[config.mk]
export PLATFORM = sky130hd
export DESIGN_NAME = eth_rx_fifo_reader
export DESIGN_NICKNAME = d
export VERILOG_FILES = /design/src/rtl/eth_rx_pkg.sv /design/src/rtl/eth_rx_fifo_reader_skid.sv /design/src/rtl/eth_rx_fifo_reader.sv
export SDC_FILE = /design/constraint.sdc
export NUM_CORES = 1
export LEC_CHECK = 0
export CORE_ASPECT_RATIO = 1.1
export CORE_UTILIZATION = 41
export CTS_BUF_LIST = sky130_fd_sc_hd__clkbuf_4
export DETAILED_ROUTE_END_ITERATION = 12
export PLACE_DENSITY = 0.68
export SLEW_MARGIN = 20
export SYNTH_ARGS = -nofsm -noshare
export SYNTH_HDL_FRONTEND = slang
export SYNTH_SLANG_ARGS = --single-unit
[constraint.sdc]
create_clock -name rd_clk -period 3.9 [get_ports rd_clk]
set_input_delay 0.39 -clock rd_clk [delete_from_list [all_inputs] [get_ports rd_clk]]
set_output_delay 0.39 -clock rd_clk [all_outputs]
set_load 0.05 [all_outputs]
[src/rtl/eth_rx_pkg.sv]
`default_nettype none
// ============================================================================
//  Module      : eth_rx_pkg
//  Description : Shared types and constants for the Ethernet RX FIFO reader.
//                Holds the read-side FSM encoding, the packed FIFO word layout
//                at the default width, and the width helpers used by the
//                parameterised top level.
//  Revision    : 1.0  initial release
// ============================================================================
package eth_rx_pkg;

    // Default datapath and frame-length limits (classic Ethernet with VLAN tag)
    localparam int DEF_DATA_BYTES      = 4;
    localparam int DEF_MIN_FRAME_BYTES = 60;
    localparam int DEF_MAX_FRAME_BYTES = 1522;
    localparam int DEF_BCNT_W          = $clog2(DEF_DATA_BYTES);

    // Read-side frame tracking state
    typedef enum logic [1:0] {
        IDLE    = 2'd0,
        FRAME   = 2'd1,
        DISCARD = 2'd2
    } state_t;

    // Packed FIFO head word at the default width; MSB first, byte 0 in data[7:0]
    typedef struct packed {
        logic                          err;
        logic                          last;
        logic [DEF_BCNT_W-1:0]         nbytes_m1;
        logic [8*DEF_DATA_BYTES-1:0]   data;
    } rx_fifo_word_t;

    // Width of one FIFO word: data, byte count of the last word, last and err flags
    function automatic int fifo_w(input int data_bytes);
        return 8 * data_bytes + $clog2(data_bytes) + 2;
    endfunction

    // Width of the running frame length; the largest value ever formed is one
    // full word beyond the maximum frame length, so no overflow is possible
    function automatic int len_w(input int max_bytes, input int data_bytes);
        return $clog2(max_bytes + data_bytes + 1);
    endfunction

endpackage
`default_nettype wire

[src/rtl/eth_rx_fifo_reader_skid.sv]
`default_nettype none
// ============================================================================
//  Module      : axis_skid_buffer
//  Description : Two-entry AXI-Stream register slice. Both the output valid
//                and the upstream ready are registered, so the slice breaks
//                the combinational path in both directions while sustaining
//                one transfer per cycle. The second entry absorbs the beat
//                that arrives in the cycle the downstream stalls.
//  Revision    : 1.0  initial release
// ============================================================================
module axis_skid_buffer #(
    parameter int WIDTH = 8
) (
    input  logic             clk,
    input  logic             rst,
    input  logic [WIDTH-1:0] s_data,
    input  logic             s_valid,
    output logic             s_ready,
    output logic [WIDTH-1:0] m_data,
    output logic             m_valid,
    input  logic             m_ready
);

    logic [WIDTH-1:0] r_m_data;
    logic             r_m_valid;
    logic [WIDTH-1:0] r_skid_data;
    logic             r_skid_valid;
    logic             r_s_ready;
    logic             w_s_fire;
    logic             w_out_free;

    // Handshake qualifiers for the upstream side and the output register
    always_comb begin
        w_s_fire   = s_valid && r_s_ready;
        w_out_free = !r_m_valid || m_ready;
    end

    // Output register plus skid entry; ready is held low from reset until
    // the first clock after reset release so nothing is accepted in reset
    always_ff @(posedge clk or posedge rst) begin
        if (rst) begin
            r_m_data     <= '0;
            r_m_valid    <= 1'b0;
            r_skid_data  <= '0;
            r_skid_valid <= 1'b0;
            r_s_ready    <= 1'b0;
        end else begin
            r_s_ready <= 1'b1;
            if (!r_skid_valid) begin
                if (w_s_fire) begin
                    if (w_out_free) begin
                        // Straight through into the output register
                        r_m_data  <= s_data;
                        r_m_valid <= 1'b1;
                    end else begin
                        // Downstream stalled: park the beat, stop accepting
                        r_skid_data  <= s_data;
                        r_skid_valid <= 1'b1;
                        r_s_ready    <= 1'b0;
                    end
                end else if (m_ready) begin
                    r_m_valid <= 1'b0;
                end
            end else begin
                // Skid entry full: refill the output from it once drained
                r_s_ready <= 1'b0;
                if (m_ready) begin
                    r_m_data     <= r_skid_data;
                    r_skid_valid <= 1'b0;
                    r_s_ready    <= 1'b1;
                end
            end
        end
    end

    assign s_ready = r_s_ready;
    assign m_data  = r_m_data;
    assign m_valid = r_m_valid;

endmodule
`default_nettype wire

[src/rtl/eth_rx_fifo_reader.sv]
`default_nettype none
// ============================================================================
//  Module      : eth_rx_fifo_reader
//  Description : Read-side consumer of the dual-clock Ethernet RX FIFO (FWFT).
//                Pops packed frame words, rebuilds AXI-Stream beats with
//                tkeep/tlast, tracks frame length, flags runt/oversize/errored
//                frames on tuser, truncates oversize frames and discards
//                their tail, and keeps saturating good/bad frame counters.
//  Revision    : 1.0  initial release
// ============================================================================
module eth_rx_fifo_reader
    import eth_rx_pkg::*;
#(
    parameter  int DATA_BYTES      = DEF_DATA_BYTES,
    parameter  int MIN_FRAME_BYTES = DEF_MIN_FRAME_BYTES,
    parameter  int MAX_FRAME_BYTES = DEF_MAX_FRAME_BYTES,
    parameter  int CNT_WIDTH       = 16,
    localparam int BCNT_W          = $clog2(DATA_BYTES),
    localparam int FIFO_W          = fifo_w(DATA_BYTES)
) (
    input  logic                    rd_clk,
    input  logic                    rd_rst,
    input  logic [FIFO_W-1:0]       fifo_rd_data,
    input  logic                    fifo_rd_empty,
    input  logic                    fifo_rst_busy,
    output logic                    fifo_rd_en,
    output logic [8*DATA_BYTES-1:0] m_axis_tdata,
    output logic [DATA_BYTES-1:0]   m_axis_tkeep,
    output logic                    m_axis_tvalid,
    input  logic                    m_axis_tready,
    output logic                    m_axis_tlast,
    output logic                    m_axis_tuser,
    output logic [CNT_WIDTH-1:0]    frame_ok_cnt,
    output logic [CNT_WIDTH-1:0]    frame_bad_cnt,
    output logic                    in_frame
);

    localparam int                DATA_W  = 8 * DATA_BYTES;
    localparam int                LEN_W   = len_w(MAX_FRAME_BYTES, DATA_BYTES);
    localparam int                BEAT_W  = DATA_W + DATA_BYTES + 2;
    localparam logic [LEN_W-1:0]  MIN_LEN = LEN_W'(MIN_FRAME_BYTES);
    localparam logic [LEN_W-1:0]  MAX_LEN = LEN_W'(MAX_FRAME_BYTES);
    localparam logic [BCNT_W:0]   WB_ONE  = (BCNT_W + 1)'(1);
    localparam logic [BCNT_W:0]   WB_FULL = (BCNT_W + 1)'(DATA_BYTES);

    // ------------------------------------------------------------------------
    // Registered state
    // ------------------------------------------------------------------------
    state_t                 r_state;
    logic [LEN_W-1:0]       r_len;
    logic [CNT_WIDTH-1:0]   r_ok_cnt;
    logic [CNT_WIDTH-1:0]   r_bad_cnt;

    // ------------------------------------------------------------------------
    // Combinational signals
    // ------------------------------------------------------------------------
    logic                   w_err;
    logic                   w_last;
    logic [BCNT_W-1:0]      w_nbytes_m1;
    logic [DATA_W-1:0]      w_data;
    logic [BCNT_W:0]        w_wb;
    logic [LEN_W-1:0]       w_len_base;
    logic [LEN_W-1:0]       w_len_next;
    logic [DATA_BYTES-1:0]  w_keep;
    logic                   w_too_long;
    logic                   w_bad;

    state_t                 w_state_next;
    logic [LEN_W-1:0]       w_len_d;

    logic                   w_skid_ready;
    logic                   w_pop;
    logic                   w_push;
    logic [DATA_BYTES-1:0]  w_beat_keep;
    logic                   w_beat_last;
    logic                   w_beat_user;
    logic                   w_ok_inc;
    logic                   w_bad_inc;
    logic [BEAT_W-1:0]      w_s_beat;
    logic [BEAT_W-1:0]      w_m_beat;

    // Unpack the FWFT head word into its fields
    assign {w_err, w_last, w_nbytes_m1, w_data} = fifo_rd_data;

    // Byte count of the head word, the length it produces, and its byte enables
    always_comb begin
        w_wb       = w_last ? ({1'b0, w_nbytes_m1} + WB_ONE) : WB_FULL;
        // A word popped in IDLE always starts a new frame from zero
        w_len_base = (r_state == IDLE) ? '0 : r_len;
        w_len_next = w_len_base + LEN_W'(w_wb);
        for (int i = 0; i < DATA_BYTES; i++) begin
            w_keep[i] = (i < int'(w_wb));
        end
        w_too_long = (w_len_next > MAX_LEN);
        w_bad      = w_err || (w_len_next < MIN_LEN) || w_too_long;
    end

    // State register and frame length accumulator
    always_ff @(posedge rd_clk or posedge rd_rst) begin
        if (rd_rst) begin
            r_state <= IDLE;
            r_len   <= '0;
        end else begin
            r_state <= w_state_next;
            r_len   <= w_len_d;
        end
    end

    // Next-state and next-length decode; nothing moves without a pop, which
    // is what holds the FSM while the FIFO is empty or in reset
    always_comb begin
        w_state_next = r_state;
        w_len_d      = r_len;
        if (w_pop) begin
            case (r_state)
                IDLE, FRAME: begin
                    if (w_last) begin
                        w_state_next = IDLE;
                        w_len_d      = '0;
                    end else if (w_too_long) begin
                        w_state_next = DISCARD;
                        w_len_d      = '0;
                    end else begin
                        w_state_next = FRAME;
                        w_len_d      = w_len_next;
                    end
                end
                DISCARD: begin
                    if (w_last) begin
                        w_state_next = IDLE;
                        w_len_d      = '0;
                    end
                end
                default: begin
                    w_state_next = IDLE;
                    w_len_d      = '0;
                end
            endcase
        end
    end

    // Pop strobe, beat formatting and counter strobes for the current state
    always_comb begin
        w_pop       = !fifo_rd_empty && !fifo_rst_busy &&
                      ((r_state == DISCARD) || w_skid_ready);
        w_push      = w_pop && (r_state != DISCARD);
        w_beat_keep = w_keep;
        w_beat_last = 1'b0;
        w_beat_user = 1'b0;
        w_ok_inc    = 1'b0;
        w_bad_inc   = 1'b0;
        if (w_push) begin
            if (w_last) begin
                // Natural end of frame: classify it
                w_beat_last = 1'b1;
                w_beat_user = w_bad;
                w_ok_inc    = !w_bad;
                w_bad_inc   = w_bad;
            end else if (w_too_long) begin
                // Oversize: close the frame early as bad, drop the tail
                w_beat_last = 1'b1;
                w_beat_user = 1'b1;
                w_beat_keep = '1;
                w_bad_inc   = 1'b1;
            end
        end
        in_frame = (r_state == FRAME) || (r_state == DISCARD);
    end

    // Saturating frame statistics, updated at pop time
    always_ff @(posedge rd_clk or posedge rd_rst) begin
        if (rd_rst) begin
            r_ok_cnt  <= '0;
            r_bad_cnt <= '0;
        end else begin
            if (w_ok_inc && (r_ok_cnt != '1)) begin
                r_ok_cnt <= r_ok_cnt + CNT_WIDTH'(1);
            end
            if (w_bad_inc && (r_bad_cnt != '1)) begin
                r_bad_cnt <= r_bad_cnt + CNT_WIDTH'(1);
            end
        end
    end

    assign w_s_beat = {w_data, w_beat_keep, w_beat_last, w_beat_user};

    axis_skid_buffer #(
        .WIDTH   (BEAT_W)
    ) u_skid (
        .clk     (rd_clk),
        .rst     (rd_rst),
        .s_data  (w_s_beat),
        .s_valid (w_push),
        .s_ready (w_skid_ready),
        .m_data  (w_m_beat),
        .m_valid (m_axis_tvalid),
        .m_ready (m_axis_tready)
    );

    assign {m_axis_tdata, m_axis_tkeep, m_axis_tlast, m_axis_tuser} = w_m_beat;
    assign fifo_rd_en    = w_pop;
    assign frame_ok_cnt  = r_ok_cnt;
    assign frame_bad_cnt = r_bad_cnt;

endmodule
`default_nettype wire

=== After elaboration in Yosys (flattened, before gate mapping) ===
Index checks and enable logic that the tools add are counted.

* Reductions and logical operators: 24
* Bitwise gates (word level): 2
* Add/sub/neg operators: 4
* Multiplexer cells: 35
* Eq/ne operators: 8
* Magnitude comparators: 6

{| class="wikitable"
|+ Operators with widths
! cell !! number
|-
| 38-bit 2-to-1 mux || 4
|-
| 11-bit 2-to-1 mux || 4
|-
| 16-bit by 1-bit adder with 16-bit output (second input constant) || 2
|-
| 16-bit inequality test (second input constant) || 2
|-
| 11-bit case mux with 2 select lines || 1
|-
| 1-bit 2-to-1 mux || 18
|-
| 4-bit 2-to-1 mux || 3
|-
| 11-bit by 3-bit adder with 11-bit output || 1
|-
| 11-bit > comparator (second input constant) || 1
|-
| 11-bit by 6-bit less-than comparator with 1-bit output (second input constant) || 1
|-
| 3-bit AND reduction || 3
|-
| 2-bit inequality test (second input constant) || 4
|-
| 1-bit logical AND || 6
|-
| 1-bit by 3-bit less-than comparator with 1-bit output (first input constant) || 2
|-
| 2-bit by 3-bit less-than comparator with 1-bit output (first input constant) || 2
|-
| 2-bit 2-to-1 mux || 3
|-
| 2-bit nonzero test || 3
|-
| 1-bit logical OR || 5
|-
| 1-bit zero test || 4
|-
| 2-bit case mux with 2 select lines || 1
|-
| 2-bit by 1-bit adder with 3-bit output (second input constant) || 1
|-
| 3-bit 2-to-1 mux || 1
|-
| 2-bit by 1-bit == test with 1-bit output (second input constant) || 1
|-
| 2-bit == test (second input constant) || 1
|-
| other kinds (4) || 5
|}

* Logic and storage cells: 88
* Bits of input ports: 41
* Flip-flop bits (word level): 124
* Output and inout port bits: 73

=== Longest topological paths before layout ===
Gate-level depths: netlist (run 1).

* Depth in word-level cells: 11
* Mapped depth: 15
* Depth with buffers taken out: 13

=== By module ===
Synthesis (run 1) repeated with hierarchy kept, for this count alone.

* Cell total of the unflattened synthesis: 485
* Area, all modules: 6133.4 µm²

{| class="wikitable"
|+ Modules (own cells, without submodules)
! module !! instances !! area each (µm²) !! cells an instance !! seq. area each (µm²)
|-
| axis_skid_buffer || 1 || 3423.3 || 217 || 1976.9
|-
| eth_rx_fifo_reader || 1 || 2710.1 || 268 || 1126.1
|}

=== Worst setup path before layout (run 1) ===
OpenSTA, ideal clock, no wires.

* Path type: reg2reg
* Start point: reg r_state[0]
* End point: reg r_ok_cnt[4] (netlist: frame_ok_cnt[4])
* Stages on the path, launching flop included: 16
* Required time: 3759 ps
* Setup slack: 443 ps
* Library setup time: 141 ps
* Period minus slack after synthesis: 3457 ps
* Arrival time: 3316 ps
* Path buffers: 2
* Path through: dfrtp_1 -> inv_1 -> ha_1 -> clkbuf_1 -> nor2b_1 -> ha_1 -> fa_1 -> a21o_1 -> and3_1 -> a311o_1 -> o21ai_1 -> o22ai_2 -> a311oi_4 -> buf_6 -> nand4_1 -> xnor2_1

* Longest elaborated chain between the ends: 10
* Elaborated cells on any way between the ends: 16
* Classes of those cells: add/sub (1); order compare (2); eq/ne (2); mux (3); reduce/logical (8)

{| class="wikitable"
|+ RTL lines
! item !! RTL line !! text
|-
| from (decl) || eth_rx_fifo_reader.sv:49 || <nowiki>state_t r_state;</nowiki>
|-
| from (signal assigned) || eth_rx_fifo_reader.sv:104 || <nowiki>r_state <= w_state_next;</nowiki>
|-
| 2-bit zero test || eth_rx_fifo_reader.sv:89 || <nowiki>w_len_base = (r_state == IDLE) ? '0 : r_len;</nowiki>
|-
| 11-bit 2-to-1 mux || eth_rx_fifo_reader.sv:89 ||
|-
| 11-bit by 3-bit adder with 11-bit output || eth_rx_fifo_reader.sv:90 || <nowiki>w_len_next = w_len_base + LEN_W'(w_wb);</nowiki>
|-
| 11-bit by 6-bit less-than comparator with 1-bit output || eth_rx_fifo_reader.sv:95 || <nowiki>w_bad = w_err || (w_len_next < MIN_LEN) || w_too_long;</nowiki>
|-
| 1-bit logical OR (2 in a row) || eth_rx_fifo_reader.sv:95 ||
|-
| 1-bit zero test || eth_rx_fifo_reader.sv:157 || <nowiki>w_ok_inc = !w_bad;</nowiki>
|-
| 1-bit 2-to-1 mux || eth_rx_fifo_reader.sv:153 || <nowiki>if (w_last) begin</nowiki>
|-
| 1-bit 2-to-1 mux (*) || eth_rx_fifo_reader.sv:152 || <nowiki>if (w_push) begin</nowiki>
|-
| 1-bit logical AND (*) || eth_rx_fifo_reader.sv:176 || <nowiki>if (w_ok_inc && (r_ok_cnt != '1)) begin</nowiki>
|-
| to (signal assigned) || eth_rx_fifo_reader.sv:177 || <nowiki>r_ok_cnt <= r_ok_cnt + CNT_WIDTH'(1);</nowiki>
|-
| to (decl) || eth_rx_fifo_reader.sv:51 || <nowiki>logic [CNT_WIDTH-1:0] r_ok_cnt;</nowiki>
|}

Every way passes the cells marked *; elsewhere a longest branch is shown, timed or not.
A chain may end at the register's enable or synchronous reset.

=== Worst setup path in the final report (run 1) ===
* Start point: reg r_state[1]
* End point: reg r_ok_cnt[4] (netlist: frame_ok_cnt[4])

Same word-level chain as after synthesis.

==> impl_metrics.py, run 1 <==
metrics = {
    "floorplanning": {
        "die_w_um": 117,
        "start_util_pct": 42.8,
        "io_pins": 114,
        "rows": 45,
        "die-area_sq_mm": 0.0151,
        "core_area_sq_mm": 0.0140,
        "fp.dieH_um": 129,
    },
    "global_routing": {
        "grt_max_degree": 69,
        "met2_usage_pct": 29.7,
        "grt_use_total_pct": 18.7,
        "grt.met1_usage_pct": 23.8,
        "busiest_layer": "met2",
        "grt.overflow.total": 0,
        "grt_pass1_vias": 4533,
        "grt_pass1_wl_um": 22400,
        "grtUsageMet3_pct": 6.43,
        "antenna_found_initial": 0,
    },
    "logic_synthesis": {
        "synthFlopType": "dfrtp_1",
        "synth-seq-cells": 124,
        "synth-compound-area-share_pct": 9.91,
        "synth_area_per_cell_sq_um": 11.1,
        "synthXorXnorAreaFrac_pct": 5.11,
        "ys_warn_count": 0,
        "synth_edf_count": 0,
        "syn_nets": 592,
        "synth_area_sq_mm": 0.00600,
        "synth-simple-area-share_pct": 15.2,
        "syn_inst": 541,
        "synth_fa_ha_area_share_pct": 2.21,
        "yosys.cell_types.count": 58,
        "synth_top_family_by_area": "simple AND/OR/NAND/NOR gates",
        "seq_area_frac_synth_pct": 51.8,
        "ys_async_sr_fraction_pct": 100,
        "synth.mux.area_fraction_pct": 12.9,
    },
    "run_status": {
        "run_status": "complete, no violations",
    },
    "clock_network": {
        "h-tree-depth": 4,
        "cts_tree": "built",
        "cts_buffer_depth": 2,
        "numCtsBuffers": 17,
        "hold_buffers": 0,
        "cts.sinks": 124,
        "cts_resized": 0,
        "clk_pin_slew_ns": 0.11,
        "clk_latency_ns": 0.53,
        "cts_setup_buffers": 0,
        "clockRootBuffer": "clkbuf_4",
    },
    "drt": {
        "drtAntennaViolNets": 0,
        "wl_per_cell_um": 15.2,
        "vias": 4440,
        "first_iter_violations": 349,
        "remaining_drc_errors": 0,
        "routed_via_density": 5.16,
        "firstDrtPassIters": 4,
        "drt-total-wl_um": 13100,
    },
    "setup_path": {
        "worstPathRequired_ns": 4.32,
        "critPathMaxFanout": 13,
        "arrival_ns": 3.99,
        "crit_path_end_kind": "flip-flop",
        "critPathLaunchType": "flip-flop",
        "worst-setup-path-type": "reg -> reg",
    },
    "finish": {
        "instances_no_fill": 860,
        "nNetsFinal": 712,
        "drive_gt1_share_pct": 14.9,
        "area_growth_syn_to_layout_pct": 27.5,
        "design_area_sq_mm": 0.00765,
        "diodes": 0,
    },
    "power": {
        "leakage_nw": 3.27,
        "p_switching_mw": 1.44,
        "power_frac_clock_pct": 19.8,
        "p_int_mw": 2.38,
        "vdd_ir_drop_max_mv": 0.138,
        "p_per_area_mw_per_mm2": 500,
        "pwr-share-seq_pct": 45.6,
        "p_comb_share_pct": 34.6,
        "switching_share_pct": 37.7,
        "power_mw": 3.82,
    },
    "placed_design": {
        "portBuffers": 113,
        "place.gp.congestion": 0.853,
        "dpl.cell_count": 830,
        "place_area_sq_mm": 0.00742,
        "dp_hpwl_um": 9110,
    },
    "timing": {
        "finClkSkew_ns": 0.0129,
        "relSlewSlack_pct": 50.0,
        "hold_viol": 0,
        "fin_crit_ns": 3.57,
        "post-route-period-util_pct": 91.6,
        "whs_ns": 0.321,
        "rsz0062_at_grt": "no",
        "tightestPinTransition_ns": 0.747,
        "max_freq_ghz": 0.280,
        "drv_slew": 0,
        "setup_violations": 0,
    },
    "flow_run": {
        "max_cap_violations": 0,
    },
    "hold_path": {
        "min_path_type": "in -> async",
    },
}
-- critical path, cell delays in order, from the launching register on --
cell	delay, ns
dfrtp_1	0.41
inv_1	0.07
ha_1	0.24
nor2b_1	0.14
ha_1	0.25
fa_1	0.23
a21o_1	0.21
nand2_1	0.11
nor3_1	0.45
mux2i_2	0.40
o22ai_2	0.17
a311oi_4	0.31
buf_12	0.18
nand4_1	0.12
xnor2_1	0.14
-- final timing paths --
| kind | startpoint | to | slack [ns] | depth (start not counted) |
|---|---|---|---|---|
| worst min-delay path | rd_rst | frame_bad_cnt[5] | 0.32 | 2 |
| min in group rd_clk | u_skid.m_data[22] | u_skid.m_data[22] | 0.49 | 2 |
| max in group asynchronous | rd_rst | u_skid.r_skid_data[33] | 2.77 | 3 |
| worst min register to register | u_skid.m_data[22] | u_skid.m_data[22] | 0.49 | 2 |
| worst max-delay path | r_state[1] | frame_ok_cnt[4] | 0.33 | 14 |
| worst max register to register | r_state[1] | frame_ok_cnt[4] | 0.33 | 14 |
-- logic make-up after synthesis --
kind of cell	Yosys count
buffers and inverters	42
and+or+nand+nor	168
adders and majority gates	10
xor gates and xnor gates	35
DFF	124
AOI/OAI and AO/OA	90
muxes	72
-- synth_stat cells, drive strengths merged, types with 4 or more instances --
cell	n	share of area, %
a21o	5	0.63
a21oi	11	0.92
a22o	6	0.88
and2	4	0.42
and3	10	1.0
buf	6	0.67
clkbuf	21	1.3
dfrtp	124	52
ha	9	1.9
inv	15	0.94
mux2	38	7.2
mux2i	34	5.7
nand2	56	3.5
nand3	15	1.3
nand4	9	0.94
nor2	28	1.9
nor2b	8	0.83
nor3	12	1.3
nor3b	6	0.75
nor4	5	1.2
o21ai	47	4.0
xnor2	18	2.6
xor2	17	2.5
-- power groups by stage --
stage                     Clock (mW)  Sequential [mW]  Combinational [mW]
after floorplan                    0             2.22               0.418
after global routing           0.851             1.79                1.41
after global placement             0             1.75                1.32
final                          0.756             1.74                1.32
after detailed placement           0             1.77                1.33
after CTS                      0.789             1.74                1.34
-- area by class of cell --
type / instances / area, sq um
Fill cell: 1226 / 6370
Sequential cell: 124 / 3100
Multi-Input combinational cell: 375 / 2740
Timing Repair Buffer: 128 / 1280
Tap cell: 188 / 235
Clock buffer: 19 / 143
Clock inverter: 11 / 80.1
Inverter: 15 / 58.8
-- per-stage QoR --
step           TNS, ns  utilization (%)  setup slack, ns
2_1_floorplan        0                -            0.211
3_3_place_gp         0             52.9           0.0426
3_5_place_dp    -0.376             52.9          -0.0575
4_1_cts              0             54.5            0.332
5_1_grt              0             54.5           0.0130
6_report             0             54.5            0.326
-- state kept, by name, indices dropped and copies added (netlist names) --
name                 flops
u_skid.m_data           38
u_skid.r_skid_data      38
frame_bad_cnt           16
frame_ok_cnt            16
r_len                   11
r_state                  2
u_skid.m_valid           1
u_skid.r_skid_valid      1
u_skid.s_ready           1
-- routing by layer --
| layer | wire, um | vias to the layer above | share of wire, % |
|---|---|---|---|
| met5 | 0 | - | 0 |
| met4 | 238 | 0 | 1.8 |
| met3 | 799 | 18 | 6.1 |
| met2 | 5930 | 127 | 45 |
| met1 | 6090 | 2150 | 47 |
| li1 | - | 2145 | - |
-- layout by cell type (no fill, tap or decap), types with 3 or more instances in the layout --
| cell | synthesis | layout |
|---|---|---|
| a31oi_1 | 3 | 3 |
| o31ai_1 | 3 | 3 |
| ha_1 | 9 | 9 |
| o21ai_0 | 44 | 44 |
| clkbuf_4 | 0 | 19 |
| nand2_1 | 56 | 56 |
| nand4_1 | 9 | 9 |
| nor3_1 | 9 | 9 |
| clkinv_1 | 0 | 5 |
| nand3_1 | 15 | 15 |
| clkdlybuf4s50_1 | 0 | 113 |
| mux2i_1 | 34 | 33 |
| xnor2_1 | 18 | 18 |
| and3_1 | 10 | 10 |
| nand3b_1 | 3 | 3 |
| a22o_1 | 6 | 6 |
| nor3_2 | 3 | 3 |
| and4_1 | 3 | 3 |
| inv_1 | 15 | 14 |
| a21o_1 | 5 | 5 |
| nor3b_1 | 6 | 6 |
| nor2b_1 | 8 | 8 |
| buf_4 | 0 | 12 |
| clkinv_2 | 0 | 3 |
| xor2_1 | 17 | 17 |
| dfrtp_1 | 124 | 123 |
| mux2_2 | 37 | 37 |
| and2_1 | 4 | 4 |
| buf_12 | 0 | 3 |
| a21oi_1 | 11 | 11 |
| nor2_1 | 26 | 26 |
Power figures use the tool's default switching activity.
==> inputs of run 2 (changes only) <==
SYNTH_HIERARCHICAL = 1   (was not set)
==> run 2 against run 1 <==
Compared with the run above: maximum frequency increased by 2.4%; via count decreased by 4.1%; cell count down 4.2%; die area increased by 2.3%; wire length rose by 1.5%; sequential power increased by 4%; first-iteration DRC count shrank 58%; sequential share of layout area fell by 1.1 points; highest routed layer unchanged.
==> impl_metrics.py, run 2 <==
metrics = {
    "floorplanning": {
        "io_pins": 114,
        "core_area_sq_mm": 0.0145,
        "rows": 46,
        "die_w_um": 119,
        "start_util_pct": 42.3,
        "fp.dieH_um": 130,
        "die-area_sq_mm": 0.0155,
    },
    "clock_network": {
        "hold_buffers": 0,
        "h-tree-depth": 4,
        "clockRootBuffer": "clkbuf_4",
        "cts_tree": "built",
        "numCtsBuffers": 17,
        "cts.sinks": 124,
        "clk_latency_ns": 0.53,
        "cts_buffer_depth": 2,
        "clk_pin_slew_ns": 0.11,
        "cts_setup_buffers": 0,
        "cts_resized": 0,
    },
    "setup_path": {
        "critPathMaxFanout": 16,
        "crit_path_end_kind": "flip-flop",
        "critPathLaunchType": "flip-flop",
        "arrival_ns": 3.92,
        "worstPathRequired_ns": 4.33,
        "worst-setup-path-type": "reg -> reg",
    },
    "logic_synthesis": {
        "seq_area_frac_synth_pct": 50.6,
        "synth_edf_count": 0,
        "ys_async_sr_fraction_pct": 100,
        "syn_inst": 485,
        "synth-seq-cells": 124,
        "yosysMostFrequentCell": "dfrtp_1",
        "synth_area_sq_mm": 0.00613,
        "synth_area_per_cell_sq_um": 12.6,
        "synth.top_cells.by_area": "dfrtp_1 (51%), mux2_2 (17%), xnor2_1 (4.4%)",
        "synth_top_area_share_pct": 50.6,
        "ys_warn_count": 6,
        "syn_nets": 536,
        "ys_top_cells_by_count": "dfrtp_1 (124), mux2_2 (93), xnor2_1 (31)",
        "synth_top_cell_by_area": "dfrtp_1",
        "synthFlopType": "dfrtp_1",
        "yosys.cell_types.count": 62,
    },
    "timing": {
        "tightestPinTransition_ns": 1.03,
        "hold_viol": 0,
        "drv_slew": 0,
        "setup_violations": 0,
        "fin_crit_ns": 3.49,
        "max_freq_ghz": 0.286,
        "whs_ns": 0.342,
        "post-route-period-util_pct": 89.5,
        "finClkSkew_ns": 0.0141,
        "relSlewSlack_pct": 31.1,
        "rsz0062_at_grt": "no",
        "setup_tns_ns": 0,
    },
    "placed_design": {
        "place.gp.congestion": 0.889,
        "place_area_sq_mm": 0.00759,
        "dpl.cell_count": 792,
        "portBuffers": 113,
        "dp_hpwl_um": 9410,
    },
    "hold_path": {
        "min_path_type": "in -> async",
    },
    "global_routing": {
        "grt_pass1_vias": 4333,
        "grt_use_total_pct": 18.4,
        "antenna_found_initial": 0,
        "grt_pass1_wl_um": 21900,
        "grt_max_degree": 49,
        "grt.overflow.total": 0,
    },
    "drt": {
        "firstDrtPassIters": 7,
        "drtAntennaViolNets": 0,
        "wl_per_cell_um": 16.1,
        "first_iter_violations": 145,
        "routed_via_density": 5.17,
        "drt-total-wl_um": 13200,
        "vias": 4260,
        "remaining_drc_errors": 0,
    },
    "finish": {
        "final_common_cell": "dfrtp_1",
        "design_area_sq_mm": 0.00785,
        "area_growth_syn_to_layout_pct": 28.0,
        "final_cell_mix": "dfrtp_1 (123), clkdlybuf4s50_1 (113), mux2_2 (93)",
        "nNetsFinal": 670,
        "diodes": 0,
        "drive_gt1_share_pct": 26.6,
        "instances_no_fill": 824,
    },
    "run_status": {
        "run_status": "complete, no violations",
    },
    "flow_run": {
        "max_cap_violations": 0,
    },
    "power": {
        "leakage_nw": 3.26,
        "p_per_area_mw_per_mm2": 542,
        "vdd_ir_drop_max_mv": 0.346,
    },
}
run 2: cell types whose count changed after synthesis, sizes merged, moves of 9 or more:
cell,previous run,this run
xnor2,18,31
buf,6,15
nor2,28,16
nand2,56,23
o21ai,47,8
mux2,38,118
xor2,17,3
mux2i,34,0
clkbuf,21,8
run 2: cell type report:
type,instances,area [sq um]
timing repair buffer,138,1340
clock inverter,10,100
fill,1271,6650
tap,192,240
clock buffer,22,165
multi-input combinational,328,2860
inverter,10,38.8
sequential,124,3100
run 2: kinds of logic (layout without fill, tap and decap cells):
group,Yosys count,after routing,synth area share [%]
adders and majority gates,10,10,2.16
DFF,124,124,50.6
muxes,118,118,21.8
and+or+nand+nor,121,121,11.8
buffers and inverters,33,180,3.06
AOI/OAI and AO/OA,45,45,5.75
xor gates and xnor gates,34,34,4.86
run 2: final timing paths:
path | slack, ns | endpoint | cells past startpoint | start
max | 0.41 | frame_ok_cnt[1] | 14 | r_state[0]
min | 0.34 | u_skid/m_data[3] | 2 | rd_rst
max reg2reg | 0.41 | frame_ok_cnt[1] | 14 | r_state[0]
min reg2reg | 0.49 | u_skid/m_data[32] | 1 | u_skid/m_data[32]
max in group asynchronous | 2.63 | u_skid/m_data[12] | 3 | rd_rst
min in group rd_clk | 0.49 | u_skid/r_skid_data[19] | 2 | fifo_rd_data[13]
run 2: routing by layer:
layer / wire length, um / track usage, % / vias to the layer above
met5: 0 / 0 / -
met4: 213 / 6.70 / 0
met3: 688 / 4.98 / 17
met2: 6420 / 30.4 / 106
met1: 5920 / 23.2 / 2113
li1: - / - / 2024
run 2: through the flow:
stage / util (%) / setup WS (ns) / total power, mW
after CTS: 54.1 / 0.392 / 4.32
after floorplan: - / 0.186 / 2.87
final: 54.1 / 0.410 / 4.25
after detailed placement: 52.3 / 0.0127 / 3.43
after global placement: 52.3 / 0.0746 / 3.38
after global routing: 54.1 / 0.215 / 4.48
run 2: critical path, stage by stage, from the launching register on:
cell and delay, ns:
dfrtp_1 0.39, inv_1 0.07, ha_1 0.25, nor2b_1 0.13
ha_1 0.20, fa_1 0.45, and2_1 0.19, a211o_1 0.26
a21oi_1 0.14, a31oi_1 0.06, a31oi_2 0.27, nor2_2 0.12
nor4_4 0.34, buf_12 0.18, mux2_2 0.33
run 2: report_power, final:
group	internal (mW)	switching (mW)	total (mW)
Sequential	1.62	0.197	1.81
Combinational	0.645	0.927	1.57
Clock	0.406	0.463	0.868
Total	2.67	1.59	4.25
==> variant 1: new RTL, config.mk and constraints of run 1 <==
The 3 states of `state_t` get a one-hot encoding in 3 bits.
--- a/src/rtl/eth_rx_pkg.sv
+++ b/src/rtl/eth_rx_pkg.sv
@@ -17,8 +17,8 @@
 
     // Read-side frame tracking state
-    typedef enum logic [1:0] {
-        IDLE    = 2'd0,
-        FRAME   = 2'd1,
-        DISCARD = 2'd2
+    typedef enum logic [2:0] {
+        IDLE    = 3'b001,
+        FRAME   = 3'b010,
+        DISCARD = 3'b100
     } state_t;
 
Check against the original RTL: no difference found for any inputs over 4 cycles, from zero or initial values and one cycle with rd_rst high; so few cycles prove little.
==> variant 1 against run 1 <==
Setup slack lost 0.16 ns. Via count grew 2.1%. Non-clock buffer count grew 8. Critical path depth shrank 3. Total power grew 10%. Final area grew 1.2%. Clock skew grew 0.0032 ns. Sequential cell count grew 1. Critical endpoint is now frame_bad_cnt[1]. Die area grew 0.64%. Core utilization shrank 0.74 points. Hold slack lost 0.025 ns. Routed wire length grew 4.6%. Area after synthesis grew 0.65%.
==> variant 1: results (changes against run 1) <==
metric,value,unit,change
outcome,completed,,
VDD IR-drop max,407,uV,+200%
M2 GR Usage,0.317,,+0.0207
R2R Setup Slk,0.16,ns,-0.16 ns
Routed WL per cell,15.4,um,+1.5%
layout cell share with drive strength beyond 1,0.153,,+0.00415
met2 routed WL,6880,um,+16%
Reg-to-Reg End,frame_bad_cnt[1],,
Fillers,1312,,+7.0%
Sw Ratio,0.383,,+0.00566
Synth cell types,55,,-5.2%
fin util,0.538,,-0.00738
first-pass GRT wire length,22300,um,-0.52%
multiplexer share of the synthesized area,0.122,,-0.00705
crit-path max FO,15,,+2
met1 usage,0.228,,-0.0104
initial antenna violation count,0,,unchanged
Worst-Margin Slew,0.674,ns,-0.0730 ns
worst path arrival time,4.18,ns,+0.19 ns
depth of the CTS H-tree,4,,unchanged
"slowest stage delay, CP",0.54,ns,+0.09 ns
Detailed Routing Iterations Pass 1,6,,+2
share of the yosys chip area belonging to registers,0.519,,+0.00103
1st-iter DRT viols,270,,-23%
Synth area leaders,"dfrtp_1, mux2_2, mux2i_1",,
Post-Synth XOR/XNOR Area,0.0581,,+0.00693
largest net degree at the start of global routing,56,,-19%
skew final,0.0161,ns,+0.00323 ns
GR Util All Layers,0.186,,-0.00183
Pleak,3.34,nW,+2.2%
Compound-Gate Fraction of Synth Area,0.104,,+0.00496
"top cells by count, synth","dfrtp_1, nand2_1, o21ai_0",,
number of global-route vias before repair,4522,,-0.24%
async set-or-reset flop fraction in the synthesized netlist,1.00,,unchanged
post-synthesis adder-cell area fraction,0.0158,,-0.00636
crit-path leading delay family,compound AO/OA/AOI/OAI gates,,
RD Place Congestion,0.851,,-0.28%
final hold slack,0.296,ns,-0.0250 ns
Reg2Reg Depth,11,,-3
met3 WL,647,um,-19%
Total Nets Final,728,,+2.2%
DP Wirelength,9600,um,+5.3%
Num CTS Buffers,17,,unchanged
crit path max-delay cell type,dfstp_2,,
Place WS,-0.0370,ns,+0.0205 ns
reg-to-reg startpoint,r_state[0],,
Placed Area,7430,um2,+0.12%
met3 GRT Util,0.0480,,-0.0163
number of buffers added on ports,113,,unchanged
Root Driver,clkbuf_4,,
Synth warnings,0,,unchanged
"Net Count, Synth",608,,+2.7%
Metal-1 WL,5940,um,-2.4%
vias per inst,5.12,,-0.92%
gr ovfl total,0,,unchanged
"count leader, synth",dfrtp_1,,
==> variant 1: worst max path at each step <==
stage,start,to,slack [ns],depth (start not counted)
global route,r_state[0],r_len[3],0.004,12
floorplan,r_state[0],frame_bad_cnt[3],0.03,15
finish,r_state[0],frame_bad_cnt[1],0.16,11
global placement,fifo_rd_data[32],frame_bad_cnt[1],0.02,10
CTS,r_state[0],frame_ok_cnt[12],0.06,12
detailed placement,fifo_rd_data[32],frame_bad_cnt[1],-0.04,10
==> variant 1: power groups by stage <==
stage          clock, mW  combinational (mW)  sequential [mW]
2_1_floorplan          0               0.548             2.30
3_3_place_gp           0                1.51             1.83
3_5_place_dp           0                1.54             1.84
4_1_cts            0.898                1.55             1.82
5_1_grt            0.961                1.65             1.86
6_report           0.867                1.54             1.82
==> variant 1: logic make-up (layout without fill, tap and decap cells) <==
family,count (synthesis),count (layout)
mux,69,69
fa+ha+maj,7,7
flops,125,125
simple gates,170,170
buf+inv,48,181
compound gates,101,101
other cells,0,1
xor+xnor,40,40
==> variant 1: metrics by stage <==
stage / power [mW] / TNS, ns / cells
floorplan: 2.85 / 0 / 560
global placement: 3.34 / 0 / 852
detailed placement: 3.39 / -0.117 / 852
CTS: 4.26 / 0 / 885
global route: 4.47 / 0 / 885
finish: 4.22 / 0 / 886
==> variant 1: final cells by class <==
type                            count  area share
Antenna cell                        1    0.000323
Clock buffer                       19      0.0184
Clock inverter                     13      0.0160
Inverter                           13     0.00663
Multi-Input combinational cell    387       0.350
Sequential cell                   125       0.404
Tap cell                          192      0.0310
Timing Repair Buffer              136       0.173
==> variant 1: what timing repair did <==
action	CTS	global route
setup buffers	1	0
pin swaps	1	1
gates resized for setup	0	6
setup endpoints to repair	1	24
==> variant 2: new RTL, flow settings as in run 1 <==
Made on the original files. `DEF_DATA_BYTES`: 4 -> 8.
--- a/src/rtl/eth_rx_pkg.sv
+++ b/src/rtl/eth_rx_pkg.sv
@@ -11,5 +11,5 @@
 
     // Default datapath and frame-length limits (classic Ethernet with VLAN tag)
-    localparam int DEF_DATA_BYTES      = 4;
+    localparam int DEF_DATA_BYTES      = 8;
     localparam int DEF_MIN_FRAME_BYTES = 60;
     localparam int DEF_MAX_FRAME_BYTES = 1522;
Ports: changed (resized fifo_rd_data, m_axis_tdata and m_axis_tkeep); port bits go from 114 to 183. The function was not compared with the original's and may differ.
==> variant 2 against run 1 <==
Fmax is 5.3% lower. Total power up 65%. Sequential cell count up 72. Setup slack got worse by 0.20 ns. Critical endpoint is now frame_bad_cnt[12]. Area after synthesis up 48%. Routed wire length grew 60%. Critical path type unchanged. Final area increased by 52%.
==> variant 2: results (changes against run 1) <==
metric,value,unit,change
Worst-path clk slew,0.18,ns,+0.07 ns
multi-input combinational area share,0.327,,-0.0322
Detailed Routing Iterations Pass 1,4,,unchanged
multiplexer share of the synthesized area,0.0771,,-0.0516
crit path max-delay cell type,or4_4,,
GR Util All Layers,0.199,,+0.0110
non-clk buf share,0.187,,+0.0189
fmax,0.265,GHz,-5.3%
combined area of the multi-input logic cells,3810,um2,+39%
worst path arrival time,4.30,ns,+0.31 ns
outcome,completed,,
DP Wirelength,13700,um,+51%
R2R Setup Slk,0.12,ns,-0.20 ns
number of global-route vias before repair,6843,,+51%
Worst-Margin Slew,1.11,ns,+0.363 ns
Seq Cell Count,196,,+58%
Final ANT Viol Nets,0,,unchanged
1st-iter DRT viols,381,,+9.2%
post-synthesis adder-cell area fraction,0.0164,,-0.00576
Seq area share,0.421,,+0.0150
ClkCell Share,0.0284,,-0.000691
Synth area leaders,"dfrtp_1, nand2_1, mux2i_1",,
"Net Count, Synth",1015,,+71%
Compound-Gate Fraction of Synth Area,0.0870,,-0.0121
Pleak,5.27,nW,+61%
first-pass GRT wire length,34600,um,+55%
n_diodes,1,,+1
"top cells by count, synth","nand2_1, dfrtp_1, o21ai_0",,
Synth cell types,52,,-10%
Place WS,-0.275,ns,-0.218 ns
VDD IR-drop max,312,uV,+130%
Total Nets Final,1203,,+69%
largest net degree at the start of global routing,125,,+81%
Fillers,1958,,+60%
Routed Wire Length,20900,um,+60%
layout cell share with drive strength beyond 1,0.0893,,-0.0595
crit-path max FO,8,,-5
Non-clock buffers,220,,+72%
Worst-Skew Late Latency,0.61,ns,+0.08 ns
Multi-In Gates,665,,+77%
"slowest stage delay, CP",0.48,ns,+0.03 ns
number of buffers added on ports,182,,+61%
RD Place Congestion,0.855,,+0.26%
initial antenna violation count,1,,+1
Hold Crit Class,in2async,,
async set-or-reset flop fraction in the synthesized netlist,1.00,,unchanged
Setup CP Type,reg2reg,,
skew final,0.0373,ns,+0.0244 ns
"Inverters, non-clock",18,,+3
share of the yosys chip area belonging to registers,0.553,,+0.0353
vias per inst,4.85,,-6.0%
Placed Area,11200,um2,+51%
Post-Synth XOR/XNOR Area,0.0385,,-0.0126
variant 2: logic make-up (layout without fill, tap and decap cells):
group / Yosys count / after routing
AND/OR/NAND/NOR: 414 / 414
flip-flops: 196 / 196
XOR/XNOR: 39 / 39
multiplexers: 68 / 68
AO/OA/AOI/OAI: 133 / 133
other: 0 / 1
buffers and inverters: 69 / 270
adder cells (fa/ha/maj): 11 / 11
variant 2: per-stage QoR:
stage / hold slack, ns / total power [mW] / std cells / TNS, ns / utilization
detailed placement: 0.462 / 5.13 / 1383 / -7.49 / 0.525
finish: 0.243 / 6.29 / 1422 / 0 / 0.547
floorplan: 0.439 / 4.29 / 930 / 0 / -
global placement: 0.453 / 5.09 / 1383 / -1.72 / 0.525
global route: 0.243 / 6.65 / 1422 / -0.0693 / 0.547
CTS: 0.224 / 6.36 / 1416 / 0 / 0.542
variant 2: per-layer routing:
layer | up-vias | routed length [um] | GRT usage
met5 | - | 0 | 0
met4 | 0 | 396 | 0.0701
met3 | 24 | 926 | 0.0465
met2 | 125 | 10100 | 0.327
met1 | 3293 | 9440 | 0.255
li1 | 3460 | - | -
variant 2: worst paths after layout:
check                      depth (start not counted)                endpoint
min in group rd_clk                                3  u_skid.r_skid_data[48]
hold reg to reg                                    2   u_skid.r_skid_data[0]
hold / removal                                     3   u_skid.r_skid_data[2]
setup reg to reg                                  17       frame_bad_cnt[12]
setup / recovery                                  17       frame_bad_cnt[12]
max in group asynchronous                          3     u_skid.r_skid_valid
variant 2: report_power, final:
group	total [mW]	internal, mW	switching (mW)
Sequential	2.84	2.53	0.315
Clock	1.21	0.423	0.786
Combinational	2.24	0.789	1.45
Total	6.29	3.74	2.56
variant 2: repair_timing:
action	4_1_cts	5_1_grt
gates resized for setup	1	17
pin swaps	0	5
setup endpoints to repair	3	45
setup buffers	1	4
gates cloned	0	1
